$ cat src/rtl/noc_pkg.sv
// Shared router-node types and constants: flit layout and port numbering.
package noc_pkg;
    localparam int FLIT_W     = 11;
    localparam int ADDR_W     = 4;
    localparam int PAYLOAD_W  = 7;
    localparam int NUM_PORTS  = 5;
    localparam int LOCAL_PORT = 4;

    typedef logic [FLIT_W-1:0] flit_t;
    typedef logic [2:0]        port_id_t;
endpackage

$ cat src/rtl/router_port_arbiter_fifo_rr_arbiter.sv
// Round-robin arbiter: combinational grant from ptr; ptr moves past the winner on accept.
// Zero latency; no grant while en is low, and ptr then holds.
module rr_arbiter #(
    parameter int N     = 5,
    parameter int IDX_W = $clog2(N)
) (
    input  logic             clk,
    input  logic             rst,
    input  logic [N-1:0]     req,
    input  logic             en,
    output logic [N-1:0]     gnt,
    output logic [IDX_W-1:0] gnt_idx,
    output logic             gnt_vld
);
    logic [IDX_W-1:0] ptr_q, ptr_d;

    function automatic logic [IDX_W-1:0] wrap_add(input logic [IDX_W-1:0] p, input int k);
        int s;
        s = int'(p) + k;
        if (s >= N) s = s - N;
        return IDX_W'(s);
    endfunction

    // Scan from the farthest offset down so the nearest requester to ptr wins.
    always_comb begin
        gnt     = '0;
        gnt_idx = '0;
        gnt_vld = 1'b0;
        for (int k = N - 1; k >= 0; k--) begin
            if (en && req[wrap_add(ptr_q, k)]) begin
                gnt                    = '0;
                gnt[wrap_add(ptr_q, k)] = 1'b1;
                gnt_idx                = wrap_add(ptr_q, k);
                gnt_vld                = 1'b1;
            end
        end
    end

    always_comb begin
        ptr_d = ptr_q;
        if (gnt_vld) begin
            ptr_d = (gnt_idx == IDX_W'(N - 1)) ? '0 : gnt_idx + 1'b1;
        end
    end

    always_ff @(posedge clk) begin
        if (rst) ptr_q <= '0;
        else     ptr_q <= ptr_d;
    end
endmodule

$ cat src/rtl/router_port_arbiter_fifo.sv
// Output-port stage: round-robin merge of NUM_IN requesters into a DEPTH-entry flit FIFO.
// Accepted flit visible on out_* one edge later; a full FIFO drops every in_ready to 0.
module router_port_arbiter_fifo #(
    parameter int NUM_IN = noc_pkg::NUM_PORTS,
    parameter int FLIT_W = noc_pkg::FLIT_W,
    parameter int DEPTH  = 2,
    parameter int SRC_W  = 3
) (
    input  logic                       CLK,
    input  logic                       RESET,
    input  logic [NUM_IN-1:0]          in_valid,
    input  logic [NUM_IN*FLIT_W-1:0]   in_data,
    output logic [NUM_IN-1:0]          in_ready,
    output logic                       out_valid,
    output logic [FLIT_W-1:0]          out_data,
    output logic [SRC_W-1:0]           out_src,
    input  logic                       out_ready,
    output logic [$clog2(DEPTH):0]     occupancy
);
    import noc_pkg::*;

    localparam int IDX_W = $clog2(NUM_IN);
    localparam int PTR_W = $clog2(DEPTH);
    localparam int CNT_W = PTR_W + 1;

    typedef struct packed {
        logic [SRC_W-1:0]  src;
        logic [FLIT_W-1:0] dat;
    } entry_t;

    entry_t             mem_q [DEPTH];
    entry_t             mem_d [DEPTH];
    logic [PTR_W-1:0]   wr_ptr_q, wr_ptr_d;
    logic [PTR_W-1:0]   rd_ptr_q, rd_ptr_d;
    logic [CNT_W-1:0]   count_q, count_d;

    logic               can_push;
    logic [NUM_IN-1:0]  gnt;
    logic [IDX_W-1:0]   gnt_idx;
    logic               gnt_vld;
    logic [FLIT_W-1:0]  flit_sel;
    logic               push;
    logic               pop;

    // can_push depends only on registered count, so out_ready never reaches in_ready.
    assign can_push = (count_q < CNT_W'(DEPTH)) && !RESET;

    rr_arbiter #(.N(NUM_IN), .IDX_W(IDX_W)) u_arb (
        .clk     (CLK),
        .rst     (RESET),
        .req     (in_valid),
        .en      (can_push),
        .gnt     (gnt),
        .gnt_idx (gnt_idx),
        .gnt_vld (gnt_vld)
    );

    always_comb begin
        flit_sel = '0;
        for (int i = 0; i < NUM_IN; i++) begin
            if (gnt[i]) flit_sel = flit_sel | in_data[i*FLIT_W +: FLIT_W];
        end
    end

    assign in_ready  = gnt;
    assign push      = gnt_vld;
    assign out_valid = (count_q != '0);
    assign pop       = out_valid && out_ready;
    assign out_data  = mem_q[rd_ptr_q].dat;
    assign out_src   = mem_q[rd_ptr_q].src;
    assign occupancy = count_q;

    always_comb begin
        for (int i = 0; i < DEPTH; i++) mem_d[i] = mem_q[i];
        wr_ptr_d = wr_ptr_q;
        rd_ptr_d = rd_ptr_q;
        count_d  = count_q;
        if (push) begin
            mem_d[wr_ptr_q] = '{src: SRC_W'(gnt_idx), dat: flit_sel};
            wr_ptr_d        = wr_ptr_q + 1'b1;
        end
        if (pop) rd_ptr_d = rd_ptr_q + 1'b1;
        if (push && !pop)      count_d = count_q + 1'b1;
        else if (pop && !push) count_d = count_q - 1'b1;
    end

    always_ff @(posedge CLK) begin
        if (RESET) begin
            for (int i = 0; i < DEPTH; i++) mem_q[i] <= '0;
            wr_ptr_q <= '0;
            rd_ptr_q <= '0;
            count_q  <= '0;
        end else begin
            for (int i = 0; i < DEPTH; i++) mem_q[i] <= mem_d[i];
            wr_ptr_q <= wr_ptr_d;
            rd_ptr_q <= rd_ptr_d;
            count_q  <= count_d;
        end
    end
endmodule

$ cat config.mk
export PLATFORM = sky130hd
export DESIGN_NAME = router_port_arbiter_fifo
export DESIGN_NICKNAME = d
export VERILOG_FILES = /design/src/rtl/noc_pkg.sv /design/src/rtl/router_port_arbiter_fifo_rr_arbiter.sv /design/src/rtl/router_port_arbiter_fifo.sv
export SDC_FILE = /design/constraint.sdc
export NUM_CORES = 1
export LEC_CHECK = 0
export CORE_MARGIN = 4
export CORE_UTILIZATION = 45
export DETAILED_ROUTE_END_ITERATION = 7
export PLACE_DENSITY_LB_ADDON = 0.15
export SYNTH_ARGS = -nofsm -noshare
export SYNTH_HDL_FRONTEND = slang
export SYNTH_HIERARCHICAL = 1
export SYNTH_SLANG_ARGS = --single-unit
$ cat constraint.sdc
create_clock -name CLK -period 3.6 [get_ports CLK]
set_input_delay 0.36 -clock CLK [delete_from_list [all_inputs] [get_ports CLK]]
set_output_delay 0.36 -clock CLK [all_outputs]
set_load 0.01 [all_outputs]
# Yosys cells after proc, flatten, opt, wreduce, memory -nomap -nowiden
# Memory sizes are Yosys's and may differ from the RTL's. A register that Yosys moved wholly into a read port is not among the register bits.
# Cells that the tools add are included.
# classes
eq_ne	1
add_sub_neg	14
n_mux	64
reduce_logical	20
order_cmp	23
n_bitwise	7
# op_table
operator	n
$mux 11	5
$mux 3	16
$or 11x11->11	4
$mux 14	3
$lt 3x4->1 const B	10
$bwmux 28	1
$mux 28	1
$mux 5	5
$mux 1	20
$ge 4x3->1 const B	4
$bmux 1 s3	5
$demux 1 s3	5
$ge 3x1->1 const B	5
$logic_and 1x1->1	15
$sub 3x3->3 const B	5
$demux 14 s1	1
$add 3x2->4 const B	2
$add 3x1->4 const B	1
$add 3x3->4 const B	1
$mux 2	2
$reduce_bool 2->1	2
$add 3x1->3 const B	1
$eq 3x3->1 const B	1
$ge 3x3->1 const B	1
9 further kinds	13
# totals
in_bits	63
mem_count	1
output_inout_bits	22
elab_cells	134
mem_bits_rw	28
regBits	7
# mem_list
name	words	width	rd	rd_clocked_by_memory_dff	write_ports	line	text
mem_q	2	14	3	1	2	router_port_arbiter_fifo.sv:31	entry_t mem_q [DEPTH];

# Logic depth before layout (Yosys ltp)
# logic_depth
word_depth	28
ltp_mapped	19

# Hierarchy
# Netlist, hierarchy kept.
# by_module_without_submodules
mod	cells_each	n_inst	area_per_inst_um2
rr_arbiter	233	1	1655.3
router_port_arbiter_fifo	162	1	1564.0

# Worst setup path before layout
# Ideal clock, no wire load.
# synth_path
path_type	register -> register
start	register u_arb.ptr_q[0]
end	memory mem_q[1][0] (netlist name)
required_ps	3509
t_arrival_ps	4081
setup_slack_ps	-572
setup_time_ps	91
path_buffers	3
path_stages_with_launch	17
cell_sequence	dfxtp_1 -> buf_6 -> inv_2 -> buf_6 -> ha_1 -> ha_1 -> or2_2 -> o21ai_0 -> o32a_1 -> o311a_4 -> or3b_2 -> o311ai_0 -> a21oi_1 -> o21ai_0 -> buf_2 -> a222oi_1 -> a311oi_1
# synth_lines
element	line	text
from (decl)	router_port_arbiter_fifo_rr_arbiter.sv:15	logic [IDX_W-1:0] ptr_q, ptr_d;
from (signal assigned)	router_port_arbiter_fifo_rr_arbiter.sv:48	else ptr_q <= ptr_d;
to (decl)	router_port_arbiter_fifo.sv:31	

# Worst setup path in the final report
# layout_path
start	register u_arb.ptr_q[1]
end	output in_ready[1]
# layout_via
elab_chain_len	13
word_cells_on_any_way	69
cone_classes	9 x add/sub; 15 x order compare; 35 x mux; 10 x reduce/logical
# layout_rtl
element	line	text
$add 3x3->4	router_port_arbiter_fifo_rr_arbiter.sv:19	s = int'(p) + k;
$ge 4x3->1 / $sub 3x3->3 (equally long branches)	router_port_arbiter_fifo_rr_arbiter.sv:20	if (s >= N) s = s - N;
$mux 3	router_port_arbiter_fifo_rr_arbiter.sv:20	
$mux 3	router_port_arbiter_fifo_rr_arbiter.sv:30	if (en && req[wrap_add(ptr_q, k)]) begin
$lt 3x4->1 (not written as such) / $ge 3x1->1 (equally long branches)	router_port_arbiter_fifo_rr_arbiter.sv:32	gnt[wrap_add(ptr_q, k)] = 1'b1;
$logic_and 1x1->1 (not written as such)	router_port_arbiter_fifo_rr_arbiter.sv:32	
$mux 1 (not written as such)	router_port_arbiter_fifo_rr_arbiter.sv:32	
$demux 1 s3	-	
$mux 5 (4 in series)	router_port_arbiter_fifo_rr_arbiter.sv:30	
$mux 5 (*)	router_port_arbiter_fifo_rr_arbiter.sv:30	
to (decl)	router_port_arbiter_fifo.sv:13	output logic [NUM_IN-1:0] in_ready,
# Every way passes the cells marked *; elsewhere a longest branch is shown, timed or not. The select of a mux whose other input is x is not followed.

==> flow_summary.toml <==
[floorplan]
initial_utilization = 0.4687
die_y_um = 92.58
fp.dieW_um = 92.58
core_region_area_um2 = 6869
dieArea_um2 = 8571
row_count = 30
ios = 85

[synthesis]
yosysWarningCount = 6
synth_top_area_share = 0.2239
ys_seq_area_frac = 0.2239
ys_ff_latch = 36
synth_edf_count = 0
synthTopCellsByArea = "dfxtp_1, a311oi_1, mux2_2"
ys.flop_type = "dfxtp_1"
async_reset_ff_frac = 0
syn-num-nets = 469
synth.distinct_cells = 73
synth_cells = 395
syn-cell-area_um2 = 3219
syn_avg_cell_area_um2 = 8.150
synth_top_area_cell = "dfxtp_1"

[timing]
finalMaxSlewViolations = 0
post-route-period-util = 1.032
max_freq_ghz = 0.2693
slew_headroom = 0.5349
setup_viol = 18
period_needed_ns = 3.714
clock_skew_ns = 0.01509
worst_slack_ns = -0.1137
fin_tns_setup_ns = -0.8106
hold_viol = 0
worst_pin_slew_ns = 0.6967
rsz0062_at_grt = "yes"

[route]
drt_wl_total_um = 12420
drtIter0Drc = 336
drc = 0
routedWlPerCell_um = 19.05
viasPerCell = 6.089
vias = 3970
ant_nets = 0
dr.pass1.iters = 5

[worst_setup_path]
start_kind = "flop"
end_kind = "primary output"
worstPathArrival_ns = 3.35
crit_fanout = 5
crit_required_ns = 3.24
worst_r2r_path_depth = 14
crit_type = "flop to primary output"

[final_layout]
diodes = 0
fin_area_um2 = 5231
syn_to_final_growth_pct = 62.50
final_cell_mix = "buf_4, clkdlybuf4s50_1, nor2_1"
nets = 629
nFillCells = 486
final_common_cell = "buf_4"
drive_gt1_frac = 0.3543

[clock_tree]
numCtsBuffers = 5
clkLatencyLatePin_ns = 0.30
cts_num_sinks = 36
root_buffer = "clkbuf_8"
cts_tree = "yes"
clkTransAtPathRegs_ns = 0.08
htreeDepth = 2
cts_buffer_depth = 2

[run_status]
violations = "setup timing"
status = "finished, violations left"

[power]
power.share.combinational = 0.825
switching_share = 0.4641
power.density_nw_per_um2 = 1037
power.leakage_uw = 0.002065
vdd_drop_max_v = 0.0005992
power_switching_uw = 2517
internal_power_uw = 2906
p_clk_frac = 0.056
seqPwrFrac = 0.119

[placement]
detailed_place_hpwl_um = 9029
dpl_cell_area_um2 = 4731
place_congestion = 0.9360
portBuffers = 84

[global_route]
antenna_found_initial = 0
grt_pass1_wl_um = 19070
grtUsageTotal = 0.2740
grt-ovfl-total = 0
grt_max_degree = 38
first_global_vias = 3859

[min_path]
hold_class = "flop to flop"
hold_depth = 2

[job]
drv_cap = 0
==> layer usage <==
| metal | track usage | wire [um] | vias to the layer above |
|---|---|---|---|
| li1 | - | - | 1860 |
| met1 | 0.3226 | 4942 | 1882 |
| met2 | 0.4888 | 6000 | 192 |
| met3 | 0.05768 | 1107 | 36 |
| met4 | 0.09530 | 371 | 0 |
| met5 | 0 | 0 | - |
==> power groups by stage <==
stage | Sequential [uW] | Combinational (uW) | Clock (uW)
final | 643 | 4470 | 305
after detailed placement | 639 | 3850 | 0
after floorplan | 624 | 2340 | 0
after global routing | 660 | 4800 | 328
after CTS | 633 | 4050 | 307
after global placement | 631 | 3780 | 0
==> worst max-delay path: stages, from the launching register on <==
cell and delay (ns):
dfxtp_4 0.38, inv_4 0.05, ha_4 0.16, ha_4 0.22
a21oi_4 0.15, mux2_4 0.33, mux2_4 0.31, o311a_4 0.33
buf_12 0.13, or2_4 0.26, o32ai_2 0.23, a21oi_2 0.10
o221ai_2 0.22, buf_2 0.19
==> synth_stat cells (8+ instances only) <==
library cell,number
a22oi_1,12
buf_2,9
ha_1,10
nor2_1,49
nand2_1,26
a311oi_1,24
inv_1,8
clkbuf_1,14
a21oi_1,19
dfxtp_1,36
mux2_2,17
o21ai_0,14
a222oi_1,11
==> state kept, by name, indices dropped and copies added, names as in the netlist, named ones only <==
name and cells:
mem_q 28, rd_ptr_q 1, u_arb/ptr_q 3, occupancy 2
wr_ptr_q 1
==> what timing repair did <==
| item | CTS | global route |
|---|---|---|
| hold buffers | 0 | 0 |
| gates resized for setup | 48 | 36 |
| setup buffers | 5 | 6 |
| setup endpoints to repair | 36 | 35 |
| gates cloned | 0 | 2 |
| pin swaps | 17 | 16 |
==> final cells by class <==
cell class	instances	area, um^2	area share
Tap cell	96	120.1	0.02296
Clock inverter	1	7.507	0.001435
Timing Repair Buffer	184	1620	0.3097
Multi-Input combinational cell	318	2626	0.5020
Clock buffer	7	86.33	0.01650
Inverter	10	42.54	0.008132
Sequential cell	36	728.2	0.1392
==> worst paths after layout <==
check                 start            to  slack [ns]
max          u_arb/ptr_q[1]   in_ready[1]       -0.11
min            mem_q[1][12]  mem_q[1][12]        0.45
max reg2reg  u_arb/ptr_q[1]   mem_q[1][2]       -0.05
min reg2reg    mem_q[1][12]  mem_q[1][12]        0.45
==> kinds of logic (layout without fill, tap and decap cells) <==
family | count (synthesis) | in the layout | share of synthesized area
fa+ha+maj | 11 | 11 | 0.04508
simple gates | 134 | 135 | 0.2091
buf+inv | 42 | 202 | 0.06996
mux | 28 | 28 | 0.09755
xor+xnor | 6 | 6 | 0.01633
compound gates | 138 | 138 | 0.3381
flops | 36 | 36 | 0.2239
==> through the flow <==
stage | total power, uW | cells | hold WS [ns] | setup WS [ns] | util
finish | 5423 | 652 | 0.4548 | -0.1137 | 0.7616
global route | 5791 | 652 | 0.4759 | -0.2785 | 0.7616
CTS | 4992 | 644 | 0.4590 | -0.09689 | 0.7264
detailed placement | 4489 | 631 | 0.4468 | -0.2717 | 0.6887
global placement | 4414 | 631 | 0.4414 | -0.2112 | 0.6887
floorplan | 2965 | 395 | 0.4285 | -0.01359 | -
No activity file was read; power rests on OpenSTA's default activity.
